==> src/rtl/arr_port_arbiter_if.sv <==
// Bundle of requester, host and RAM-side signals around the array port arbiter.
// The slave modport is the arbiter's view; the master modport is the surrounding system.
interface arr_port_arbiter_if #(
    parameter int N_REQ  = 2,
    parameter int ADDR_W = 4,
    parameter int DATA_W = 8
);
    logic [N_REQ-1:0]        req;
    logic [N_REQ-1:0]        we;
    logic [N_REQ*ADDR_W-1:0] addr;
    logic [N_REQ*DATA_W-1:0] wdata;
    logic [N_REQ-1:0]        gnt;
    logic [N_REQ-1:0]        rvalid;
    logic [DATA_W-1:0]       rdata;

    logic                    host_ctrl;
    logic                    host_ack;
    logic                    host_we;
    logic [ADDR_W-1:0]       host_addr;
    logic [DATA_W-1:0]       host_wdata;
    logic                    host_rvalid;

    logic                    mem_we;
    logic [ADDR_W-1:0]       mem_addr;
    logic [DATA_W-1:0]       mem_wdata;
    logic [DATA_W-1:0]       mem_rdata;

    modport slave (
        input  req, we, addr, wdata, host_ctrl, host_we, host_addr, host_wdata, mem_rdata,
        output gnt, rvalid, rdata, host_ack, host_rvalid, mem_we, mem_addr, mem_wdata
    );

    modport master (
        output req, we, addr, wdata, host_ctrl, host_we, host_addr, host_wdata, mem_rdata,
        input  gnt, rvalid, rdata, host_ack, host_rvalid, mem_we, mem_addr, mem_wdata
    );
endinterface

==> src/rtl/arr_port_arbiter.sv <==
// Round-robin arbiter sharing one single-port synchronous RAM between N_REQ datapath
// requesters and a host port that takes exclusive ownership after draining any pending read.
module arr_port_arbiter #(
    parameter int N_REQ  = 2,
    parameter int ADDR_W = 4,
    parameter int DATA_W = 8
) (
    input  logic                 clk,
    input  logic                 rst_n,
    arr_port_arbiter_if.slave    bus
);
    localparam int IDX_W = (N_REQ > 1) ? $clog2(N_REQ) : 1;

    typedef enum logic [1:0] {ARB, DRAIN, HOST} state_t;

    state_t             state_reg;
    logic [IDX_W-1:0]   rr_ptr_reg;
    logic               rd_pend_reg;
    logic               rd_host_reg;
    logic [IDX_W-1:0]   rd_id_reg;
    logic               host_ack_reg;

    logic [ADDR_W-1:0]  addr_slice  [N_REQ];
    logic [DATA_W-1:0]  wdata_slice [N_REQ];

    logic               found;
    logic [IDX_W-1:0]   sel;
    logic [IDX_W:0]     sum;
    logic [IDX_W-1:0]   cand;
    logic               grant_valid;

    genvar gi;
    generate
        for (gi = 0; gi < N_REQ; gi++) begin : g_req
            assign addr_slice[gi]  = bus.addr[gi*ADDR_W +: ADDR_W];
            assign wdata_slice[gi] = bus.wdata[gi*DATA_W +: DATA_W];
            assign bus.gnt[gi]     = grant_valid && (sel == IDX_W'(gi));
            assign bus.rvalid[gi]  = rst_n && rd_pend_reg && !rd_host_reg && (rd_id_reg == IDX_W'(gi));
        end
    endgenerate

    // Search upward from rr_ptr with wrap; the first set request wins.
    always_comb begin
        found = 1'b0;
        sel   = '0;
        sum   = '0;
        cand  = '0;
        for (int k = 0; k < N_REQ; k++) begin
            sum = {1'b0, rr_ptr_reg} + (IDX_W+1)'(k);
            if (sum >= (IDX_W+1)'(N_REQ)) begin
                sum = sum - (IDX_W+1)'(N_REQ);
            end
            cand = sum[IDX_W-1:0];
            if (!found && bus.req[cand]) begin
                found = 1'b1;
                sel   = cand;
            end
        end
        grant_valid = rst_n && (state_reg == ARB) && !bus.host_ctrl && found;
    end

    always_comb begin
        bus.mem_we    = 1'b0;
        bus.mem_addr  = '0;
        bus.mem_wdata = '0;
        if (rst_n && state_reg == HOST) begin
            bus.mem_we    = bus.host_we;
            bus.mem_addr  = bus.host_addr;
            bus.mem_wdata = bus.host_wdata;
        end else if (grant_valid) begin
            bus.mem_we    = bus.we[sel];
            bus.mem_addr  = addr_slice[sel];
            bus.mem_wdata = wdata_slice[sel];
        end
    end

    assign bus.rdata       = bus.mem_rdata;
    assign bus.host_ack    = host_ack_reg;
    assign bus.host_rvalid = rst_n && rd_pend_reg && rd_host_reg;

    always_ff @(posedge clk) begin
        if (!rst_n) begin
            state_reg    <= ARB;
            rr_ptr_reg   <= '0;
            rd_pend_reg  <= 1'b0;
            rd_host_reg  <= 1'b0;
            rd_id_reg    <= '0;
            host_ack_reg <= 1'b0;
        end else begin
            rd_pend_reg <= 1'b0;
            case (state_reg)
                ARB: begin
                    if (bus.host_ctrl) begin
                        // A read issued last cycle still needs its data slot before the host may own the RAM.
                        state_reg    <= rd_pend_reg ? DRAIN : HOST;
                        host_ack_reg <= !rd_pend_reg;
                    end else if (grant_valid) begin
                        rr_ptr_reg <= (sel == IDX_W'(N_REQ-1)) ? '0 : sel + IDX_W'(1);
                        if (!bus.we[sel]) begin
                            rd_pend_reg <= 1'b1;
                            rd_host_reg <= 1'b0;
                            rd_id_reg   <= sel;
                        end
                    end
                end
                DRAIN: begin
                    state_reg    <= bus.host_ctrl ? HOST : ARB;
                    host_ack_reg <= bus.host_ctrl;
                end
                HOST: begin
                    if (!bus.host_we) begin
                        rd_pend_reg <= 1'b1;
                        rd_host_reg <= 1'b1;
                    end
                    if (!bus.host_ctrl) begin
                        state_reg    <= ARB;
                        host_ack_reg <= 1'b0;
                    end
                end
                default: begin
                    state_reg    <= ARB;
                    host_ack_reg <= 1'b0;
                end
            endcase
        end
    end
endmodule
==> src/flat_wrapper.sv <==
// flat-port wrapper written by rule: the top's interface ports become plain ports
module arr_port_arbiter_flat 
#(
    parameter int N_REQ  = 2,
    parameter int ADDR_W = 4,
    parameter int DATA_W = 8
)
  (clk, rst_n, bus_req, bus_we, bus_addr, bus_wdata, bus_host_ctrl, bus_host_we, bus_host_addr, bus_host_wdata, bus_mem_rdata, bus_gnt, bus_rvalid, bus_rdata, bus_host_ack, bus_host_rvalid, bus_mem_we, bus_mem_addr, bus_mem_wdata);
  arr_port_arbiter_if #(.N_REQ(N_REQ), .ADDR_W(ADDR_W), .DATA_W(DATA_W)) bus_i ();
  input  logic clk;
  input  logic rst_n;
  input wire logic [$bits(bus_i.req)-1:0] bus_req;
  input wire logic [$bits(bus_i.we)-1:0] bus_we;
  input wire logic [$bits(bus_i.addr)-1:0] bus_addr;
  input wire logic [$bits(bus_i.wdata)-1:0] bus_wdata;
  input wire logic [$bits(bus_i.host_ctrl)-1:0] bus_host_ctrl;
  input wire logic [$bits(bus_i.host_we)-1:0] bus_host_we;
  input wire logic [$bits(bus_i.host_addr)-1:0] bus_host_addr;
  input wire logic [$bits(bus_i.host_wdata)-1:0] bus_host_wdata;
  input wire logic [$bits(bus_i.mem_rdata)-1:0] bus_mem_rdata;
  output wire logic [$bits(bus_i.gnt)-1:0] bus_gnt;
  output wire logic [$bits(bus_i.rvalid)-1:0] bus_rvalid;
  output wire logic [$bits(bus_i.rdata)-1:0] bus_rdata;
  output wire logic [$bits(bus_i.host_ack)-1:0] bus_host_ack;
  output wire logic [$bits(bus_i.host_rvalid)-1:0] bus_host_rvalid;
  output wire logic [$bits(bus_i.mem_we)-1:0] bus_mem_we;
  output wire logic [$bits(bus_i.mem_addr)-1:0] bus_mem_addr;
  output wire logic [$bits(bus_i.mem_wdata)-1:0] bus_mem_wdata;
  assign bus_i.req = bus_req;
  assign bus_i.we = bus_we;
  assign bus_i.addr = bus_addr;
  assign bus_i.wdata = bus_wdata;
  assign bus_i.host_ctrl = bus_host_ctrl;
  assign bus_i.host_we = bus_host_we;
  assign bus_i.host_addr = bus_host_addr;
  assign bus_i.host_wdata = bus_host_wdata;
  assign bus_i.mem_rdata = bus_mem_rdata;
  assign bus_gnt = bus_i.gnt;
  assign bus_rvalid = bus_i.rvalid;
  assign bus_rdata = bus_i.rdata;
  assign bus_host_ack = bus_i.host_ack;
  assign bus_host_rvalid = bus_i.host_rvalid;
  assign bus_mem_we = bus_i.mem_we;
  assign bus_mem_addr = bus_i.mem_addr;
  assign bus_mem_wdata = bus_i.mem_wdata;
  arr_port_arbiter #(.N_REQ(N_REQ), .ADDR_W(ADDR_W), .DATA_W(DATA_W)) u_core (.clk(clk), .rst_n(rst_n), .bus(bus_i));
endmodule
==> config.mk <==
export PLATFORM = sky130hd
export DESIGN_NAME = arr_port_arbiter_flat
export DESIGN_NICKNAME = d
export VERILOG_FILES = /design/src/rtl/arr_port_arbiter_if.sv /design/src/rtl/arr_port_arbiter.sv /design/src/flat_wrapper.sv
export SDC_FILE = /design/constraint.sdc
export NUM_CORES = 1
export LEC_CHECK = 0
export ABC_AREA = 1
export BUFFER_PORTS_ARGS = -buffer_cell sky130_fd_sc_hd__buf_2
export CAP_MARGIN = 20
export CORE_AREA = 5 5 52 54
export DETAILED_ROUTE_END_ITERATION = 10
export DIE_AREA = 0 0 57 59
export HOLD_SLACK_MARGIN = 0.12
export PLACE_DENSITY = 0.83
export SYNTH_ARGS = -nofsm -noshare
export SYNTH_HDL_FRONTEND = slang
export SYNTH_SLANG_ARGS = --single-unit
==> constraint.sdc <==
create_clock -name clk -period 1.74 [get_ports clk]
set_input_delay 0.348 -clock clk [delete_from_list [all_inputs] [get_ports clk]]
set_output_delay 0.348 -clock clk [all_outputs]
set_load 0.02 [all_outputs]
==> results of run 1 <==
worst paths after layout:
kind	start	slack (ns)	to
setup reg to reg	u_core.state_reg[0]$_SDFFE_PN0P_	0.55	u_core.rd_host_reg$_SDFFE_PN0P_
hold / removal	bus_host_ctrl	0.39	u_core.bus.host_ack$_SDFFE_PN0P_
setup / recovery	u_core.state_reg[0]$_SDFFE_PN0P_	0.004	bus_mem_we
hold reg to reg	u_core.rd_pend_reg$_SDFF_PN0_	0.47	u_core.state_reg[0]$_SDFFE_PN0P_
routing by layer:
metal,vias to the layer above,routed length [um],global-route usage
met5,-,0,0
met2,25,1420,0.240
li1,465,-,-
met1,410,816,0.145
met3,2,177,0.0414
met4,0,12,0.0563
what timing repair did:
action / CTS / global route
endpoints found under the setup margin: 14 / 13
resized for setup: 11 / 36
gates cloned: 1 / 0
hold buffers: 0 / 0
buffers inserted: 1 / 0
pin swaps: 1 / 4
report_power, final:
part	total (W)	switching, W	internal [W]	leakage, nW
registers	0.000149	0.00000612	0.000143	0.0505
logic	0.000234	0.000123	0.000111	0.688
clock network	0.000127	0.0000489	0.0000779	0.0138
area by class of cell:
cell class | count | area, sq um | share of cell area
repair buffers | 68 | 437 | 0.362
multi-input cells | 83 | 522 | 0.433
well taps | 28 | 35.0 | 0.0290
clock buffers | 3 | 22.5 | 0.0187
repair inverters | 1 | 8.76 | 0.00726
inverters | 11 | 53.8 | 0.0446
flip-flops and latches | 6 | 128 | 0.106
cell families after synthesis:
logic type / Yosys count / synth area share
flip-flops: 6 / 0.176
AO/OA/AOI/OAI: 6 / 0.0439
buffers and inverters: 22 / 0.185
AND/OR/NAND/NOR: 77 / 0.595
worst max-delay path, delay by kind of cell, from the launching register on:
family | cells | cell delay (ns)
buffers and inverters | 2 | 0.32
AO/OA/AOI/OAI | 1 | 0.07
flip-flops | 1 | 0.35
AND/OR/NAND/NOR | 4 | 0.41
stage by stage:
step                worst slack (ns)  std cells  instance area (sq um)
floorplan                      0.107        111                    683
global placement              0.0712        195                   1010
detailed placement            0.0160        195                   1010
CTS                           0.0124        200                   1080
global route                 -0.0720        200                   1210
finish                       0.00365        200                   1210
placed cells by master, fill, tap and decap left out:
cell type	n
nor2_2	1
buf_4	9
and3_1	1
dfxtp_1	4
buf_2	50
nand3_4	1
nor2_4	3
nand4_1	1
clkinv_4	1
a21oi_1	3
nand2_1	33
o21ai_0	3
nor4b_1	1
nor4_1	1
inv_2	1
inv_1	9
buf_6	7
nor2_1	6
nand3_1	2
clkbuf_4	3
nand2_2	8
nand3_2	11
nand2_4	8
buf_12	2
clkinv_8	1
dfxtp_4	2
==> reports/results.ini, run 1 <==
[global_routing]
antenna_found_initial = 0
grt_pass1_vias = 811
grt_usage = 0.134
grt_max_degree = 15
grt_pass1_wl_mm = 3.60
grt-ovfl-total = 0

[sta]
period_needed_ns = 1.74
drv_slew = 0
worst_pin_slew_ns = 0.239
whs_ns = 0.386
rsz0062_at_grt = yes
finalSetupViolations = 0
skew_ns = 0.00492
timing.final.crit_share = 0.998
setup_tns_ns = 0
final_hold_viol_count = 0
fmaxAchievable_mhz = 576
relSlewSlack = 0.839

[worst_setup_path]
crit_path_end_kind = primary output
cp_max_fo = 4
path_common_cell = nor2_4
worstSetupStartpointType = register
r2r_cells = 7
slowest_stage = dfxtp_4
cp.arrival_ns = 1.39
critPathKind = reg -> out
max_stage_delay_ns = 0.35
worstPathCellList = nor2_4 -> nand2_2 -> nor2_4 -> buf_4 -> nand3_1 -> o21ai_0 -> buf_2
critPathRequiredTime_ns = 1.39

[placed_design]
place_congestion = 0.745
io_buffers = 62
hpwl_mm = 1.83

[floorplanning]
io-pin-count = 79
initial_core_util = 0.315
die_area_sq_um = 3360
dieWidth_um = 57
core_sq_um = 2170
die_y_um = 59
rows = 17

[layout]
antenna-diode-count = 0
drive_gt1_frac = 0.628
layout.nets = 226
final_util = 0.556
fillCellCount = 217
syn2layout_area_growth_pct = 76.6

[route]
via_count = 902
wl_per_cell_um = 12.1
first_pass_iters = 4
routed_wirelength_mm = 2.43
vias_per_cell = 4.51
drc = 0
drtIter0Drc = 25
final_antenna_net_count = 0

[synth]
avgSynthCellArea_sq_um = 6.15
syn-num-nets = 163
synth.area.top_cells = nand2_1 (21%), dfxtp_1 (18%), nand3_2 (13%), nand2_2 (10%), buf_4 (8.8%)
ys_types = 20
synth.top_cell.area_share = 0.209
netlist_area_sq_um = 683
synthFlopType = dfxtp_1
postSynth.asyncResetShare = 0
yosys_warnings = 0
ys_seq_elements = 6
synth.largest_area_cell = nand2_1
synth_edf_count = 0
syn_inst = 111
synthTopCellsByCount = nand2_1 (38), nand2_2 (11), inv_1 (9), nand3_2 (9)
synth_most_common_cell = nand2_1
seq_area_frac_synth = 0.176

[clock_network]
clock-sinks = 6
htree_levels = 1
tritoncts = built
clock_latency_ns = 0.24
cts_inserted_buffers = 3
cts_root_buf = clkbuf_4
clock_path_buffers = 2
clk_pin_slew_ns = 0.04

[min_path]
whs_path_depth = 3
hold_class = in -> reg

[power]
totalPowerFinal_w = 0.000510
power_density_nw_per_um2 = 423
p_leak_nw = 0.753
ir_worst_vdd_v = 0.000368

[status]
status = complete, no violations

[run]
maxCapViolations = 0

Power figures use the tool's default switching activity.
==> inputs of run 2 (changes only) <==
Settings changed: PLACE_DENSITY 0.83 to 0.77.
==> reports/results.ini, run 2 (synthesis gave the netlist of run 1 again) <==
[min_path]
min_from = bus_host_ctrl
hold_class = in -> reg

[power]
p_leak_nw = 0.722
sw_frac_of_total = 0.344
combPwrFrac = 0.461
power_density_nw_per_um2 = 426
pwr-share-seq = 0.294
totalPowerFinal_w = 0.000507
intPower_w = 0.000333
p_switching_w = 0.000174
pwr-share-clk = 0.245
ir_worst_vdd_v = 0.000439

[worst_setup_path]
worstSetupStartpointType = register
critPathRequiredTime_ns = 1.39
slowest_stage = dfxtp_4
crit_path_end_kind = primary output
cp_max_fo = 7
worstPathCellList = nor2_4 -> nand2_2 -> nor2_4 -> nand2_4 -> clkinv_8 -> nand2_2 -> nand3_2 -> buf_6
r2r_start = u_core.state_reg[0]$_SDFFE_PN0P_
critPathKind = reg -> out
cp.arrival_ns = 1.42
path_buf_inv = 2
critPathTopFamily = simple AND/OR/NAND/NOR gates
crit_path_start = u_core.state_reg[0]$_SDFFE_PN0P_
max_stage_delay_ns = 0.35

[route]
routed_wirelength_mm = 2.46
drc = 0
via_count = 873
wl_per_cell_um = 12.3
drtIter0Drc = 30
first_pass_iters = 4
vias_per_cell = 4.39
final_antenna_net_count = 0

[run]
maxCapViolations = 0

[sta]
fmaxAchievable_mhz = 565
rsz0062_at_grt = yes
finalSetupViolations = 10
timing.final.crit_share = 1.02
skew_ns = 0.00449
final_hold_viol_count = 0
period_needed_ns = 1.77
fin_ws_ns = -0.0293
worst_pin_slew_ns = 0.216
relSlewSlack = 0.854
drv_slew = 0

[placed_design]
placed_cell_area_sq_um = 995
hpwl_mm = 1.77
io_buffers = 62
place_congestion = 0.870

[clock_network]
postCtsHoldBufs = 0
clock_path_buffers = 2
clock_latency_ns = 0.24
clock-sinks = 6
cts_setup_buffers = 0
cts_inserted_buffers = 3
tritoncts = built
clk_pin_slew_ns = 0.04
cts_root_buf = clkbuf_4
htree_levels = 1

[global_routing]
grt_usage = 0.124
grt_pass1_vias = 825
antenna_found_initial = 0
grt_pass1_wl_mm = 3.34
grt-ovfl-total = 0
grt_max_degree = 13

[floorplanning]
rows = 17
dieWidth_um = 57
core_sq_um = 2170
initial_core_util = 0.315
io-pin-count = 79
die_y_um = 59
die_area_sq_um = 3360

[layout]
final_common_cell = buf_2
drive_gt1_frac = 0.626
antenna-diode-count = 0
final_cell_mix = buf_2 (49), nand2_1 (35), buf_6 (14)
final_util = 0.549
syn2layout_area_growth_pct = 74.4
layout.nets = 225
design_area_sq_um = 1190

[status]
status = finished, violations left
failed_checks = setup timing

## run 2: path summary, 6_finish.rpt
check	to	slack [ns]	depth (start not counted)
min	u_core.bus.host_ack$_SDFFE_PN0P_	0.38	3
max	bus_mem_addr[3]	-0.03	8
min reg2reg	u_core.state_reg[0]$_SDFFE_PN0P_	0.48	2
max reg2reg	u_core.rd_host_reg$_SDFFE_PN0P_	0.55	7
## run 2: stage by stage
stage                     hold WS (ns)  instances  setup slack (ns)  setup TNS [ns]
after floorplan                  0.448        111             0.107               0
after global placement           0.481        195            0.0739               0
after detailed placement         0.485        195            0.0406               0
after CTS                        0.372        199           0.00252               0
after global routing             0.380        199            -0.109           -1.11
final                            0.377        199           -0.0293          -0.107
## run 2: worst register-to-register path, cell delays in order (launching register included)
cell and delay (ns):
dfxtp_4 0.35, nor2_4 0.13, nand2_2 0.08, nor2_4 0.16
buf_6 0.13, nand2_1 0.06, a21oi_1 0.12, nor2_1 0.05
## run 2: cell type report
| type | instances | area [sq um] |
|---|---|---|
| fillers | 229 | 978 |
| well taps | 28 | 35.0 |
| flip-flops and latches | 6 | 128 |
| repair inverters | 1 | 8.76 |
| clock buffers | 3 | 22.5 |
| multi-input cells | 83 | 498 |
| inverters | 11 | 53.8 |
| repair buffers | 67 | 445 |
## run 2: power by group through the flow
stage	combinational, W	sequential, W	clock, W
6_report	0.000234	0.000149	0.000124
5_1_grt	0.000255	0.000150	0.000140
4_1_cts	0.000192	0.000150	0.000130
3_5_place_dp	0.000187	0.000152	0
3_3_place_gp	0.000186	0.000152	0
2_1_floorplan	0.000124	0.000152	0
## run 2: routing by layer
| layer | up-vias | share of wire | global-route usage |
|---|---|---|---|
| li1 | 462 | - | - |
| met1 | 374 | 0.33 | 0.135 |
| met2 | 27 | 0.58 | 0.228 |
| met3 | 10 | 0.068 | 0.0436 |
| met4 | 0 | 0.020 | 0.0331 |
| met5 | - | 0 | 0 |
## run 2: repair_timing
action | 4_1_cts | 5_1_grt
pin swaps | 1 | 5
hold endpoints to repair | 0 | 0
resized for setup | 7 | 45
endpoints found under the setup margin | 14 | 13
cloned | 1 | 0
